$ cat config.mk
export PLATFORM = sky130hd
export DESIGN_NAME = vga_sync_gen
export DESIGN_NICKNAME = d
export VERILOG_FILES = /design/src/rtl/vga_sync_gen.sv
export SDC_FILE = /design/constraint.sdc
export NUM_CORES = 1
export LEC_CHECK = 0
export BUFFER_PORTS_ARGS = -buffer_cell sky130_fd_sc_hd__buf_2
export CAP_MARGIN = 15
export CORE_AREA = 2 2 68 54
export CTS_CLUSTER_SIZE = 24
export DETAILED_ROUTE_END_ITERATION = 8
export DIE_AREA = 0 0 70 56
export PLACE_DENSITY_LB_ADDON = 0.05
export SYNTH_ARGS = -nofsm -noshare
export SYNTH_HDL_FRONTEND = slang
export SYNTH_SLANG_ARGS = --single-unit
$ cat constraint.sdc
create_clock -name clk -period 1.7 [get_ports clk]
set_input_delay 0 -clock clk [delete_from_list [all_inputs] [get_ports clk]]
set_output_delay 0 -clock clk [all_outputs]
set_load 0.05 [all_outputs]
$ cat src/rtl/vga_sync_gen.sv
// vga_sync_gen: free-running VGA timing generator.
// Produces a pixel clock-enable (p_tick) from the system clock, the pixel
// coordinates (x, y), active-low hsync/vsync, video_on and a one-clk
// frame_start pulse at every wrap to (0,0). All outputs come straight from flops.
// Optional feature: define VGA_SYNC_FRAMECNT_EN to add the 8-bit frame_count port.
module vga_sync_gen #(
  parameter int CLK_DIV   = 4,
  parameter int H_DISPLAY = 640,
  parameter int H_FRONT   = 16,
  parameter int H_SYNC    = 96,
  parameter int H_BACK    = 48,
  parameter int V_DISPLAY = 480,
  parameter int V_FRONT   = 10,
  parameter int V_SYNC    = 2,
  parameter int V_BACK    = 33
) (
  input  logic       clk,
  input  logic       reset,
  output logic       p_tick,
  output logic [9:0] x,
  output logic [9:0] y,
  output logic       hsync,
  output logic       vsync,
  output logic       video_on,
  output logic       frame_start
`ifdef VGA_SYNC_FRAMECNT_EN
  ,
  output logic [7:0] frame_count
`endif
);

  localparam int H_TOTAL = H_DISPLAY + H_FRONT + H_SYNC + H_BACK;
  localparam int V_TOTAL = V_DISPLAY + V_FRONT + V_SYNC + V_BACK;

  // Divider width; a divide-by-1 still gets a 1-bit counter that stays at 0.
  localparam int DIV_W = (CLK_DIV > 1) ? $clog2(CLK_DIV) : 1;

  localparam logic [DIV_W-1:0] DIV_LAST = DIV_W'(CLK_DIV - 1);

  localparam logic [9:0] H_LAST   = 10'(H_TOTAL - 1);
  localparam logic [9:0] V_LAST   = 10'(V_TOTAL - 1);
  localparam logic [9:0] H_VIS    = 10'(H_DISPLAY);
  localparam logic [9:0] V_VIS    = 10'(V_DISPLAY);
  localparam logic [9:0] HS_START = 10'(H_DISPLAY + H_FRONT);
  localparam logic [9:0] HS_END   = 10'(H_DISPLAY + H_FRONT + H_SYNC - 1);
  localparam logic [9:0] VS_START = 10'(V_DISPLAY + V_FRONT);
  localparam logic [9:0] VS_END   = 10'(V_DISPLAY + V_FRONT + V_SYNC - 1);

  logic [DIV_W-1:0] div_q, div_d;
  logic             p_tick_q, p_tick_d;
  logic [9:0]       x_q, x_d;
  logic [9:0]       y_q, y_d;
  logic             hsync_q, hsync_d;
  logic             vsync_q, vsync_d;
  logic             video_on_q, video_on_d;
  logic             frame_start_q, frame_start_d;

  // Next-state: divider, tick, counters, and sync/blank decoded from the next counts.
  always_comb begin
    // NOTE: every signal gets a default before any branch so no latch is inferred.
    div_d         = (div_q == DIV_LAST) ? '0 : div_q + 1'b1;
    p_tick_d      = (div_q == DIV_LAST);
    x_d           = x_q;
    y_d           = y_q;
    frame_start_d = 1'b0;

    if (p_tick_q) begin
      if (x_q == H_LAST) begin
        x_d = '0;
        if (y_q == V_LAST) begin
          y_d           = '0;
          frame_start_d = 1'b1;
        end else begin
          y_d = y_q + 1'b1;
        end
      end else begin
        x_d = x_q + 1'b1;
      end
    end

    // Decoding the next counts keeps sync/blank aligned with the x/y they describe.
    hsync_d    = !((x_d >= HS_START) && (x_d <= HS_END));
    vsync_d    = !((y_d >= VS_START) && (y_d <= VS_END));
    video_on_d = (x_d < H_VIS) && (y_d < V_VIS);
  end

  // State and output registers; reset leaves the raster parked at (0,0).
  always_ff @(posedge clk or posedge reset) begin
    if (reset) begin
      div_q         <= '0;
      p_tick_q      <= 1'b0;
      x_q           <= '0;
      y_q           <= '0;
      hsync_q       <= 1'b1;
      vsync_q       <= 1'b1;
      video_on_q    <= 1'b1;
      frame_start_q <= 1'b0;
    end else begin
      // NOTE: non-blocking assignments so every flop samples pre-edge values.
      div_q         <= div_d;
      p_tick_q      <= p_tick_d;
      x_q           <= x_d;
      y_q           <= y_d;
      hsync_q       <= hsync_d;
      vsync_q       <= vsync_d;
      video_on_q    <= video_on_d;
      frame_start_q <= frame_start_d;
    end
  end

  assign p_tick      = p_tick_q;
  assign x           = x_q;
  assign y           = y_q;
  assign hsync       = hsync_q;
  assign vsync       = vsync_q;
  assign video_on    = video_on_q;
  assign frame_start = frame_start_q;

`ifdef VGA_SYNC_FRAMECNT_EN
  logic [7:0] frame_count_q;

  // Frame counter steps on the same edge that raises frame_start; wraps naturally at 255.
  always_ff @(posedge clk or posedge reset) begin
    if (reset) begin
      frame_count_q <= '0;
    end else if (frame_start_d) begin
      frame_count_q <= frame_count_q + 1'b1;
    end
  end

  assign frame_count = frame_count_q;
`endif

endmodule

**Word-level counts from Yosys, hierarchy flattened**

Cells that the tools add are included.

- Bits in registers: 27
- Bits in latches: 0
- Memory bits (writable): 0
- Memory bits (read-only): 0
- Input port bits: 2
- Output and inout bits: 25
- Logic and storage cells: 34
- Memories: 0

- $add $sub $neg: 3
- $mul: 0
- Divide/modulo/power cells: 0
- Order comparisons: 6
- Equality and inequality tests: 3
- Shifts and indexed selects: 0
- Mux-type cells: 9
- Bitwise operators: 0
- Reductions and logical operators: 5

Operators with widths:

| cell | count |
|---|---|
| two-way mux 10 bit | 5 |
| adder 10 x 1 -> 10 bit (second input constant) | 2 |
| equality test 10 bit (second input constant) | 2 |
| >= comparator 10 bit (second input constant) | 1 |
| >= comparator 10 x 9 -> 1 bit (second input constant) | 1 |
| less-or-equal comparator 10 bit (second input constant) | 1 |
| less-or-equal comparator 10 x 9 -> 1 bit (second input constant) | 1 |
| < comparator 10 bit (second input constant) | 1 |
| < comparator 10 x 9 -> 1 bit (second input constant) | 1 |
| logical AND 1 bit | 3 |
| two-way mux 1 bit | 3 |
| adder 2 x 1 -> 2 bit (second input constant) | 1 |
| equality test 2 bit (second input constant) | 1 |
| zero test 1 bit | 2 |
| two-way mux 2 bit | 1 |

**Longest topological paths before layout**

- Depth in word-level cells: 7
- Mapped depth: 9
- Mapped depth without buffers: 7

**Least setup slack after synthesis**

OpenSTA, ideal clock, no wires.

- Kind: register -> register
- Start point: register x_q[0] (netlist: x[0])
- End point: register video_on_q (netlist: video_on)
- Setup time: 0.084 ns
- Data arrival time: 2.192 ns
- Required time: 1.616 ns
- Slack: -0.576 ns
- Stages on the path, launching flop included: 9
- Buffers on the path: 1
- Period minus slack after synthesis: 2.276 ns
- Cell sequence: dfrtp_1 > ha_1 > nand2_1 > or4_4 > buf_6 > nor2_8 > nand4_2 > o21ai_2 > nor3_2

- Word-level cells in the longest chain between the ends: 5

Ends and longest elaborated chain:

| item | RTL line | text |
|---|---|---|
| start: declaration | 51 | `logic [9:0] x_q, x_d;` |
| start signal: assignment | 92 | `x_q <= '0;` |
| start signal: assignment | 102 | `x_q <= x_d;` |
| equality test 10 bit | 68 | `if (x_q == H_LAST) begin` |
| two-way mux 10 bit | 68 |  |
| two-way mux 10 bit | 67 | `if (p_tick_q) begin` |
| net y_d[9] | 52 | `logic [9:0] y_q, y_d;` |
| < comparator 10 x 9 -> 1 bit | 84 | `video_on_d = (x_d < H_VIS) && (y_d < V_VIS);` |
| logical AND 1 bit | 84 |  |
| net video_on_d | 55 | `logic video_on_q, video_on_d;` |
| end signal: assignment | 106 | `video_on_q <= video_on_d;` |
| end: declaration | 55 |  |

The timed path passes the listed nets, and every way through them passes these cells.

**Worst setup path in the final report**

- Start point: register x_q[5] (netlist: x[5])
- End point: register vsync_q (netlist: vsync)

- Word-level cells in the longest chain between the ends: 6

Ends and longest elaborated chain:

| item | RTL line | text |
|---|---|---|
| equality test 10 bit * | 68 |  |
| two-way mux 10 bit * | 68 |  |
| two-way mux 10 bit * | 67 |  |
| >= comparator 10 x 9 -> 1 bit or less-or-equal comparator 10 x 9 -> 1 bit (tied branches) | 83 | `vsync_d = !((y_d >= VS_START) && (y_d <= VS_END));` |
| logical AND 1 bit * | 83 |  |
| zero test 1 bit * | 83 |  |
| net vsync_d | 54 | `logic vsync_q, vsync_d;` |
| end signal: assignment | 105 | `vsync_q <= vsync_d;` |
| end: declaration | 54 |  |

The timed path passes the listed nets; every way through them passes the cells marked *.

==> results by group <==
Outcome
  – Status: complete, but fails checks
  – Failing checks: setup timing

Run
  – Max cap viols: 0

STA
  – Fmax: 509 MHz
  – Max_slew headroom: 0.681
  – Final hold violations: 0
  – Final worst slack: -0.266 ns
  – Clk_skew: 0.00203 ns
  – Post-layout min period: 1.97 ns
  – Period utilization: 1.16
  – TNS Setup: -1.64 ns
  – RSZ-0062 raised after global routing: true
  – Slew Limit Fails: 0
  – Final setup fails: 13
  – Slew @ Worst Pin: 0.474 ns

Floorplan
  – Row cnt: 18
  – Die ar.: 0.00392 mm^2
  – DIE WIDTH: 70 um
  – Initial core utilization: 0.490
  – # IOs: 27
  – Core Region: 0.00320 mm^2
  – Chip Height: 56 um

Clock tree
  – CTS buffer count: 3
  – Worst-path clk slew: 0.10 ns
  – Root Buffer: clkbuf_8
  – Clk_lat worst skew: 0.28 ns
  – Clock tree from TritonCTS: yes
  – H-tree depth: 1
  – Clock Path Buffers: 2
  – CTS sink count: 27

Global route
  – Gr usage total: 0.223
  – Initial antenna violation count: 0
  – Largest net degree at the start of global routing: 28
  – First-pass GRT wire length: 6.87 mm
  – Number of global-route vias before repair: 1460
  – GR Overflow Total: 0

Finish
  – Number of fill cells: 234
  – Share of cells above drive strength 1: 0.585
  – Finished Layout Cells: 281
  – Nets: 248
  – Finished Core Util: 0.748
  – Multi-input gate area: 957 um^2
  – FF/Latch Area: 696 um^2
  – Ant diodes: 0
  – Synthesis-to-finish area growth: 52.6%

Route
  – Wirelength, routed: 4.47 mm
  – Drt first pass iters: 4
  – Drt initial violations: 77
  – Antenna Violating Nets Remaining: 0
  – Vias per inst: 5.45
  – DRC Markers: 0
  – DR vias: 1532
  – Wire per inst: 15.9 um

Setup path
  – WP data arrival: 2.17 ns
  – WP data required: 1.90 ns
  – Slowest CP cell: dfrtp_2
  – Crit end category: flip-flop
  – Top delay family on crit path: simple AND/OR/NAND/NOR gates
  – CP startpoint kind: flip-flop
  – Worst-path maximum fanout: 3
  – Crit-path cells: or3_4 -> nor4_4 -> buf_4 -> nand3_4 -> xor2_4 -> a221oi_4 -> nand4_1
  – CP bufs+invs: 1
  – Critical path type: flip-flop to flip-flop
  – CP max stage delay: 0.42 ns

Placed design
  – Placed Cells: 270
  – Final Wtd Congestion: 0.947
  – HPWL after detailed placement: 2.99 mm
  – PortBufs: 26
  – Dpl ws: -0.278 ns

Synth
  – Synth top area cells: dfrtp_1 38%, dfstp_2 5.0%, xor2_1 5.0%, nand2_1 4.8%, nand3_1 3.5%
  – Async S/R FF share, synth: 1.00
  – Syn_area_per_cell: 9.55 um^2
  – Commonest cells in the netlist: 24 x dfrtp_1, 20 x nand2_1, 11 x nand3_1
  – Top-count cell post-synth: dfrtp_1
  – Sequential element share of the synthesized area: 0.434
  – Cells after synthesis: 164
  – Dominant synthesized flop cell: dfrtp_1
  – Cell Area, Synth: 0.00157 mm^2
  – Synth top area share: 0.383
  – Syn Nets: 170
  – Post-synth EDFFs: 0
  – Yosys top cell by area: dfrtp_1
  – Yosys cell types: 46
  – Synth warn: 0
  – Flops & latches, synth: 27

Power
  – Comb power frac: 0.017
  – Sw Share: 0.225
  – Leak: 1.15 nW
  – Peak VDD IR: 389 uV
  – Final Total Pwr: 1.05 mW
  – Seq pwr share: 0.612
  – Sw Pwr: 0.237 mW
  – Pwr dens: 439 mW/mm^2
  – Clock power share: 0.372
  – Int Pwr: 0.813 mW

Min path
  – Worst min-delay path class: primary input to asynchronous set/reset pin
-- power groups by stage --
stage          clock (mW)  sequential (mW)  combinational [mW]
2_1_floorplan           0            0.654             0.00944
3_3_place_gp            0            0.654              0.0157
6_report            0.390            0.642              0.0176
3_5_place_dp            0            0.654              0.0165
4_1_cts             0.391            0.642              0.0183
5_1_grt             0.425            0.642              0.0203
-- metrics by stage --
step | hold WS [ns] | area, um^2
after CTS | 0.346 | 2250
after detailed placement | 0.106 | 2100
after global routing | 0.364 | 2390
final | 0.332 | 2390
after floorplan | 0.0496 | 1600
after global placement | 0.0696 | 2100
-- placed cells by master (no fill, tap or decap), types with 2 or more instances in the layout --
| cell | count |
|---|---|
| a21o_1 | 2 |
| a21oi_1 | 3 |
| a31oi_1 | 3 |
| and3_1 | 2 |
| buf_2 | 26 |
| buf_4 | 50 |
| buf_6 | 8 |
| clkbuf_8 | 3 |
| dfrtp_1 | 11 |
| dfrtp_2 | 13 |
| dfstp_2 | 3 |
| ha_1 | 3 |
| inv_1 | 7 |
| inv_2 | 2 |
| nand2_1 | 15 |
| nand2_2 | 2 |
| nand2_4 | 3 |
| nand3_1 | 5 |
| nand3_2 | 3 |
| nand3_4 | 3 |
| nand4_1 | 5 |
| nor2_1 | 9 |
| nor3_2 | 4 |
| o211ai_1 | 3 |
| o21ai_1 | 4 |
| o21ai_2 | 4 |
| o31ai_1 | 2 |
| or3_4 | 2 |
| xnor2_1 | 4 |
| xor2_1 | 8 |
-- area by class of cell --
cell class | instances | area share
Clock buffer | 3 | 0.0173
Clock inverter | 1 | 0.00314
Inverter | 9 | 0.0141
Multi-Input combinational cell | 116 | 0.400
Sequential cell | 27 | 0.291
Tap cell | 40 | 0.0209
Timing Repair Buffer | 85 | 0.253
-- path summary, 6_finish.rpt --
kind | endpoint | from | cells after the start | slack (ns)
min | div_q[0] | reset | 4 | 0.33
max reg2reg | vsync | x[5] | 7 | -0.27
max | vsync | x[5] | 7 | -0.27
min in group clk | div_q[0] | div_q[0] | 1 | 0.45
max in group asynchronous | hsync | reset | 4 | 1.06
min reg2reg | div_q[0] | div_q[0] | 1 | 0.45
-- cell families after synthesis --
family / share of synthesized area
simple gates: 0.253
compound gates: 0.129
flops: 0.434
buf+inv: 0.0671
xor+xnor: 0.0783
fa+ha+maj: 0.0320
mux: 0.00639
-- registers in the layout, indices dropped and copies added (netlist names) --
| register | count |
|---|---|
| vsync | 1 |
| p_tick | 1 |
| frame_start | 1 |
| hsync | 1 |
| x | 10 |
| y | 10 |
| video_on | 1 |
| div_q | 2 |
-- per-layer routing --
| metal | GRT usage | wire length, um | part of all wire |
|---|---|---|---|
| met2 | 0.352 | 2110 | 0.47 |
| met5 | 0 | 0 | 0 |
| met4 | 0.0852 | 121 | 0.027 |
| met1 | 0.298 | 1990 | 0.45 |
| met3 | 0.0507 | 247 | 0.055 |
-- tightest hold or removal path: stages --
cell	delay, ns
dlygate4sd3_1	0.53
buf_2	0.12
inv_1	0.05
buf_4	0.33
-- what timing repair did --
item | CTS | global route
gates resized for setup | 18 | 23
hold buffers | 1 | 0
endpoints found under the hold margin | 24 | 0
pin swaps | 9 | 8
setup buffers | 6 | 3
endpoints found under the setup margin | 12 | 16
No activity file was read; power rests on OpenSTA's default activity.
